**src/rtl/mat_pkg.sv**
```systemverilog
// Shared definitions for the matrix-multiplier front end: float element width,
// default matrix dimension and the loader state encoding.
package mat_pkg;

  localparam int FP_W = 27;
  localparam int N_DEFAULT = 4;

  typedef logic [FP_W-1:0] fp_t;

  typedef enum logic [1:0] {
    LOAD_A = 2'd0,
    LOAD_B = 2'd1,
    FULL   = 2'd2
  } state_t;

endpackage

```
**src/rtl/mat_buffer.sv**
```systemverilog
// One N*N bank of element registers, written one slot at a time and exposed as
// a flat row-major bus (slot k at bits FP_W*k +: FP_W).
module mat_buffer #(
  parameter int N     = 4,
  parameter int FP_W  = 27,
  parameter int IDX_W = (N * N > 1) ? $clog2(N * N) : 1
) (
  input  logic                  clk,
  input  logic                  reset,
  input  logic                  wr_en,
  input  logic [IDX_W-1:0]      wr_idx,
  input  logic [FP_W-1:0]       wr_data,
  output logic [FP_W*N*N-1:0]   mat
);

  logic [FP_W-1:0] slot [N*N];

  always_ff @(posedge clk or posedge reset) begin
    if (reset) begin
      for (int k = 0; k < N * N; k++) slot[k] <= '0;
    end else if (wr_en) begin
      slot[wr_idx] <= wr_data;
    end
  end

  for (genvar g = 0; g < N * N; g++) begin : g_flat
    assign mat[FP_W*g +: FP_W] = slot[g];
  end

endmodule

```
**src/rtl/mat_loader.sv**
```systemverilog
// Stages a row-major element stream into operand matrices A and B, then holds
// them stable for the combinational multiplier until the consumer acknowledges.
module mat_loader
  import mat_pkg::*;
#(
  parameter int N    = mat_pkg::N_DEFAULT,
  parameter int FP_W = mat_pkg::FP_W
) (
  input  logic                            clk,
  input  logic                            reset,
  input  logic                            in_valid,
  output logic                            in_ready,
  input  logic [FP_W-1:0]                 in_data,
  input  logic                            abort,
  output logic [FP_W*N*N-1:0]             mat_a,
  output logic [FP_W*N*N-1:0]             mat_b,
  output logic                            mat_valid,
  input  logic                            mat_ack,
  output logic [$clog2(2*N*N+1)-1:0]      fill_count
);

  localparam int IDX_W = (N * N > 1) ? $clog2(N * N) : 1;
  localparam int CNT_W = $clog2(2 * N * N + 1);
  localparam logic [IDX_W-1:0] LAST_IDX = IDX_W'(N * N - 1);

  state_t             state, state_nx;
  logic [IDX_W-1:0]   idx, idx_nx;
  logic [CNT_W-1:0]   fill_nx;
  logic               xfer;
  logic               we_a, we_b;

  // Ready depends on state only so the producer never sees a combinational loop.
  assign in_ready  = ((state == LOAD_A) || (state == LOAD_B)) && !reset;
  assign mat_valid = (state == FULL);
  assign xfer      = in_valid && in_ready && !abort;
  assign we_a      = xfer && (state == LOAD_A);
  assign we_b      = xfer && (state == LOAD_B);

  always_comb begin
    state_nx = state;
    idx_nx   = idx;
    fill_nx  = fill_count;
    if (abort) begin
      state_nx = LOAD_A;
      idx_nx   = '0;
      fill_nx  = '0;
    end else begin
      unique case (state)
        LOAD_A, LOAD_B: begin
          if (xfer) begin
            fill_nx = fill_count + CNT_W'(1);
            if (idx == LAST_IDX) begin
              idx_nx   = '0;
              state_nx = (state == LOAD_A) ? LOAD_B : FULL;
            end else begin
              idx_nx = idx + IDX_W'(1);
            end
          end
        end
        FULL: begin
          if (mat_ack) begin
            state_nx = LOAD_A;
            fill_nx  = '0;
          end
        end
        default: begin
          state_nx = LOAD_A;
          idx_nx   = '0;
          fill_nx  = '0;
        end
      endcase
    end
  end

  always_ff @(posedge clk or posedge reset) begin
    if (reset) begin
      state      <= LOAD_A;
      idx        <= '0;
      fill_count <= '0;
    end else begin
      state      <= state_nx;
      idx        <= idx_nx;
      fill_count <= fill_nx;
    end
  end

  // Matrix banks are deliberately not cleared on ack; stale data is overwritten by the next load.
  mat_buffer #(.N(N), .FP_W(FP_W), .IDX_W(IDX_W)) u_buf_a (
    .clk     (clk),
    .reset   (reset),
    .wr_en   (we_a),
    .wr_idx  (idx),
    .wr_data (in_data),
    .mat     (mat_a)
  );

  mat_buffer #(.N(N), .FP_W(FP_W), .IDX_W(IDX_W)) u_buf_b (
    .clk     (clk),
    .reset   (reset),
    .wr_en   (we_b),
    .wr_idx  (idx),
    .wr_data (in_data),
    .mat     (mat_b)
  );

endmodule

```
**config.mk**
```make
export PLATFORM = sky130hd
export DESIGN_NAME = mat_loader
export DESIGN_NICKNAME = d
export VERILOG_FILES = /design/src/rtl/mat_pkg.sv /design/src/rtl/mat_buffer.sv /design/src/rtl/mat_loader.sv
export SDC_FILE = /design/constraint.sdc
export NUM_CORES = 1
export LEC_CHECK = 0
export CAP_MARGIN = 25
export CORE_AREA = 2 2 355 357
export CTS_CLUSTER_DIAMETER = 30
export CTS_CLUSTER_SIZE = 20
export DETAILED_ROUTE_END_ITERATION = 16
export DIE_AREA = 0 0 357 359
export PLACE_DENSITY_LB_ADDON = 0.15
export SYNTH_ARGS = -nofsm -noshare
export SYNTH_HDL_FRONTEND = slang
export SYNTH_SLANG_ARGS = --single-unit
```
**constraint.sdc**
```tcl
create_clock -name clk -period 28.5 [get_ports clk]
set_input_delay 5.7 -clock clk [delete_from_list [all_inputs] [get_ports clk]]
set_output_delay 5.7 -clock clk [all_outputs]
set_load 0.02 [all_outputs]
```
==> results of run 1 <==
## synthesized netlist by cell type (3+ instances only)
| cell type | count |
|---|---|
| dfrtp_1 | 876 |
| mux2_2 | 856 |
| clkbuf_1 | 87 |
| buf_2 | 62 |
| nand2_1 | 27 |
| nor2_1 | 9 |
| mux2_1 | 8 |
| o21ai_0 | 6 |
| and2_1 | 5 |
| ha_1 | 5 |
| nand2b_1 | 4 |
| nor2_2 | 4 |
| nor2b_1 | 4 |
| nor3_1 | 4 |
| nor3_4 | 4 |
| buf_1 | 3 |
| inv_1 | 3 |
| nand3_2 | 3 |
## worst max-delay path: stages
cell	delay, ns
clkdlybuf4s50_1	0.60
nor2_1	0.25
clkdlybuf4s50_1	0.70
## through the flow
stage | util | setup slack, ns | area, um2 | hold slack, ns
2_1_floorplan | - | 10.76 | 33100 | 0.527
3_3_place_gp | 0.352 | 15.50 | 43900 | 0.473
3_5_place_dp | 0.353 | 15.51 | 44000 | 0.475
4_1_cts | 0.413 | 15.49 | 51400 | 0.485
5_1_grt | 0.414 | 15.47 | 51600 | 0.506
6_report | 0.415 | 15.55 | 51600 | 0.483
## sequential cells by signal (all words and copies together) (netlist names)
register	count
state	2
fill_count	6
u_buf_a.mat	432
idx	4
u_buf_b.mat	432
## cells by family (layout without fill, tap and decap cells)
| family | count (synthesis) | after routing | share of synthesized area |
|---|---|---|---|
| buffers and inverters | 159 | 1360 | 0.0211 |
| and+or+nand+nor | 78 | 78 | 0.0147 |
| AOI/OAI and AO/OA | 20 | 20 | 0.00424 |
| xor gates and xnor gates | 3 | 3 | 0.000795 |
| muxes | 865 | 865 | 0.294 |
| other | 0 | 5 | 0 |
| DFF | 876 | 876 | 0.663 |
| adders and majority gates | 5 | 5 | 0.00189 |
## power breakdown
group	internal, W	switching [W]	leakage [nW]
clock network	0.00168	0.000758	3.64
registers	0.00128	0.0000150	12.1
logic	0.0000754	0.000122	8.82
total	0.00303	0.000895	24.6
## worst max path at each step
stage / from / end / depth (start not counted)
global placement: reset / in_ready / 3
detailed placement: reset / in_ready / 3
finish: reset / in_ready / 3
CTS: reset / in_ready / 3
global route: reset / in_ready / 3
floorplan: reset / fill_count[0] / 1
## area by class of cell
class                   instances  area share
clock inverters               100      0.0255
multi-input cells             971       0.204
repair buffers                966       0.188
diodes                          5    0.000242
clock buffers                 291       0.118
well taps                    1650      0.0400
inverters                       3    0.000291
flip-flops and latches        876       0.424
## layer usage
layer / wire length [um] / up-vias
met5: 23 / -
met4: 4930 / 4
met3: 12300 / 214
met2: 60500 / 947
met1: 49000 / 11438
li1: - / 9217
==> run metrics, run 1 <==
WP data arrival roughly 7.3 ns; max-cap violation count 0; initial antenna violation count 14; Mapped Cells 2,006; first-pass GRT wire length 178,000 um; ANT nets after route 0; FF+latch count, synth roughly 880; Crit. End Element primary output; EDFF count, synth 0; CTS max path bufs 3; startpoint of the worst hold path u_buf_b.mat[126]; Post-CTS Setup Inserts 0; placed instance count 4,457; Setup violations, final 0; final non-filler cell total 4,862; Slew HR 0.273; most frequent cells in the layout clkdlybuf4s50_1, dfrtp_1, mux2_2, clkbuf_16, clkinv_2; worst setup path category input port to primary output; GRT Resource Usage Total 0.194; Die W 357 um; met3 Track Usage GR 0.0806; Via density 4.49; main flop type after synthesis dfrtp_1; Net Count, Synth 2,043; final-report max-slew violation count 0; CTS root buf clkbuf_16; pin count of the biggest net entering global routing around 160; port bufs ~900; total number of vias 21,820; fillers approximately 11,000; number of distinct library cells after synthesis 48; worst hold path endpoint u_buf_b.mat[126]; Area Overhead vs Synth 56.2%; Synth area leader dfrtp_1; FF-to-FF Start state[0]; chip height 359 um; # DRC 0; hpwl dp 85,200 um; Sink Count 876; DR WL/cell 26.1 um; grt ovf 0; final wirelength 127,000 um; Seq/Total Area, Yosys 0.663; Pleak between 20 and 25 nW; CP Launch Type input port; status completed; min cycle time layout 12.95 ns; Pwr Total 0.00392 W; top-area cell type share of the netlist area 0.663; area occupied by multi-input gates 10,500 um2; CTS H-Tree Depth 4; reg-to-reg setup timing slack 25.03 ns; Synth Area per Inst around 16 um2; register area 21,900 um2; share of layout cells above drive strength 1 0.413; clk_lat worst skew 0.81 ns; Worst-path clk slew roughly 0.040 ns; cell depth of the worst min-delay path 1; CP required ~23 ns; Final Cycle Share 0.454; Post-Syn Area 33,100 um2; commonest non-fill, non-tap cell in the layout clkdlybuf4s50_1; HP Class flip-flop to flip-flop; top post-synthesis cells by area dfrtp_1, mux2_2, clkbuf_1, buf_2, nand2_1; Initial Util 0.265; cell row count 130; # resized after CTS 0; GR Layer Usage met2 0.315; FMAX between 70 and 80 MHz; VDD IR max between 0.05 and 0.06 mV; Worst Reg2Reg Path Length in Cells 4; YS warnings 0; grt peak-use layer met2; Post-CTS Hold Buffers 0; Worst-Margin Slew 1.09 ns; Fin. Hold Viols 0; CTS tree yes; M1 GR Usage 0.224; vias in the first global route between 20,000 and 25,000; GPL Wtd Cong ~0.77; RSZ-0062 raised after global routing false; Post-synth ARST share 1.00; CTS buffer count 213; Setup TNS 0 ns; RR Endpoint u_buf_b.mat[149]; PD cells between 70 and 80 nW/um2; core area 125,000 um2; drt first pass iters 5; io pins ~900; Post-layout nets approximately 3,000; Iteration-0 DRC Markers approximately 1,100; clk_skew 0.0436 ns; DIE AREA 128,000 um2; Crit Path Max Fanout 6
Power figures use the tool's default switching activity.
==> inputs of run 2 (changes only) <==
==> constraint.sdc (replaced) <==
create_clock -name clk -period 10.8 [get_ports clk]
set_input_delay 2.16 -clock clk [delete_from_list [all_inputs] [get_ports clk]]
set_output_delay 2.16 -clock clk [all_outputs]
set_load 0.02 [all_outputs]
==> run 2 against run 1 <==
- clock skew is 0.016 ns higher
- global-route usage is 0.079 points higher
- wire length is 0.11% higher
- combinational power grew to 2.6 times the previous value
- register-to-register slack worse by 18 ns
- count of clock-buffer cells in the layout is 3 higher
- power grew to 2.7 times the previous value
- utilization is 0.33 points higher
==> run metrics, run 2 (same netlist as run 1, synthesis figures left out) <==
Die W 357 um (unchanged); CTS H-Tree Depth 4 (unchanged); Pwr Total 0.0108 W (was 0.00392 W); most frequent cells in the layout clkdlybuf4s50_1, dfrtp_1, mux2_2, clkbuf_16, clkbuf_8 (was clkdlybuf4s50_1, dfrtp_1, mux2_2, clkbuf_16, clkinv_2); CTS buffer count 217 (was 213); M1 GR Usage 0.224 (about the same); Setup violations, final 0 (unchanged); Final Cycle Share 0.547; Worst-Margin Slew 1.07 ns (was 1.09 ns); share of layout cells above drive strength 1 0.417 (was 0.413); GR Layer Usage met2 0.320 (was 0.315); RSZ-0062 raised after global routing false (unchanged); final wirelength 127,000 um (about the same); Area Overhead vs Synth 57.4% (was 56.2%); DR WL/cell 26.0 um (was 26.1 um); hpwl dp 85,400 um (was 85,200 um); GPL Wtd Cong 0.765 (was 0.767); VDD IR max 0.156 mV (was 0.0570 mV); io pins 904 (unchanged); Setup TNS 0 ns (unchanged); PD cells 207 nW/um2 (was 76.0 nW/um2); WP data arrival 3.74 ns (was 7.25 ns); clk_skew 0.0597 ns (was 0.0436 ns); total number of vias 21,689 (was 21,820); initial antenna violation count 10 (was 14); clk_lat worst skew 0.83 ns (was 0.81 ns); Pleak 24.8 nW (was 24.6 nW); CTS max path bufs 3 (unchanged); chip height 359 um (unchanged); final-report max-slew violation count 0 (unchanged); drt first pass iters 4 (was 5); vias in the first global route 23,781 (was 23,245); ANT nets after route 0 (unchanged); first-pass GRT wire length 179,000 um (was 178,000 um); Crit. End Element primary output (unchanged); HP Class flip-flop to flip-flop (unchanged); final non-filler cell total 4,871 (was 4,862); CTS tree yes (unchanged); worst setup path category input port to primary output (unchanged); Crit Path Max Fanout 6 (unchanged); FMAX about 170 MHz; GRT Resource Usage Total 0.195 (was 0.194); pin count of the biggest net entering global routing 168 (was 162); Post-CTS Hold Buffers 0 (unchanged); Via density 4.45 (was 4.49); Post-layout nets 3,064 (was 3,068); port bufs 903 (unchanged); commonest non-fill, non-tap cell in the layout clkdlybuf4s50_1 (unchanged); cell row count 130 (unchanged); Worst-path clk slew 0.04 ns (about the same); Slew HR 0.286 (was 0.273); grt peak-use layer met2 (unchanged); Fin. Hold Viols 0 (unchanged); final core occ 0.418 (was 0.415); met3 Track Usage GR 0.0796 (was 0.0806); core area 125,000 um2 (unchanged); hold_ws 0.486 ns (was 0.483 ns); Post-CTS Setup Inserts 0 (unchanged); DIE AREA 128,000 um2 (unchanged); max-cap violation count 0 (unchanged); min cycle time layout 5.90 ns; grt ovf 0 (unchanged); Iteration-0 DRC Markers 867 (was 1,064); cell depth of the worst min-delay path 1 (unchanged); CP Launch Type input port (unchanged); status completed (unchanged); Initial Util 0.265 (unchanged); CP required 8.64 ns (was 22.80 ns); CTS root buf clkbuf_16 (unchanged); # DRC 0 (unchanged); Worst Reg2Reg Path Length in Cells 4 (unchanged); placed instance count 4,455 (was 4,457); # resized after CTS 0 (unchanged); Sink Count 876 (unchanged)
==> run 2: layout make-up <==
class                   count  area, um2
inverters                   3       15.0
diodes                      4       10.0
multi-input cells         971      10500
well taps                1650       2060
clock buffers             294       6270
fillers                 11385      72500
flip-flops and latches    876      21900
clock inverters           115       1660
repair buffers            958       9580
==> run 2: through the flow <==
step | area, um2 | setup slack, ns
after floorplan | 33100 | -3.40
after global routing | 52000 | 4.78
after global placement | 43900 | 4.86
after CTS | 52000 | 4.83
after detailed placement | 44000 | 4.84
final | 52100 | 4.90
==> run 2: per-layer routing <==
| layer | vias up | wire, um | part of all wire |
|---|---|---|---|
| met3 | 237 | 11500 | 0.091 |
| met4 | 4 | 4630 | 0.036 |
| li1 | 9206 | - | - |
| met2 | 893 | 61000 | 0.48 |
| met1 | 11349 | 49700 | 0.39 |
| met5 | - | 23 | 0.00018 |
==> run 2: report_power, final <==
| part | total, W | switching [W] | internal [W] |
|---|---|---|---|
| clock | 0.00686 | 0.00206 | 0.00480 |
| sequential | 0.00341 | 0.0000400 | 0.00337 |
| combinational | 0.000511 | 0.000314 | 0.000198 |
| total | 0.0108 | 0.00241 | 0.00836 |
==> run 2: worst paths after layout <==
kind                                    end              from  slack [ns]
max reg2reg                u_buf_b.mat[207]          state[0]        7.39
max                                in_ready             reset        4.90
min                        u_buf_b.mat[127]  u_buf_b.mat[127]        0.49
max in group asynchronous  u_buf_a.mat[393]             reset        6.49
min reg2reg                u_buf_b.mat[127]  u_buf_b.mat[127]        0.49
min in group asynchronous            idx[2]             reset        2.15
==> run 2: worst max-delay path: stages <==
cell	delay (ns)
clkdlybuf4s50_1	0.59
nor2_1	0.32
clkdlybuf4s50_1	0.68
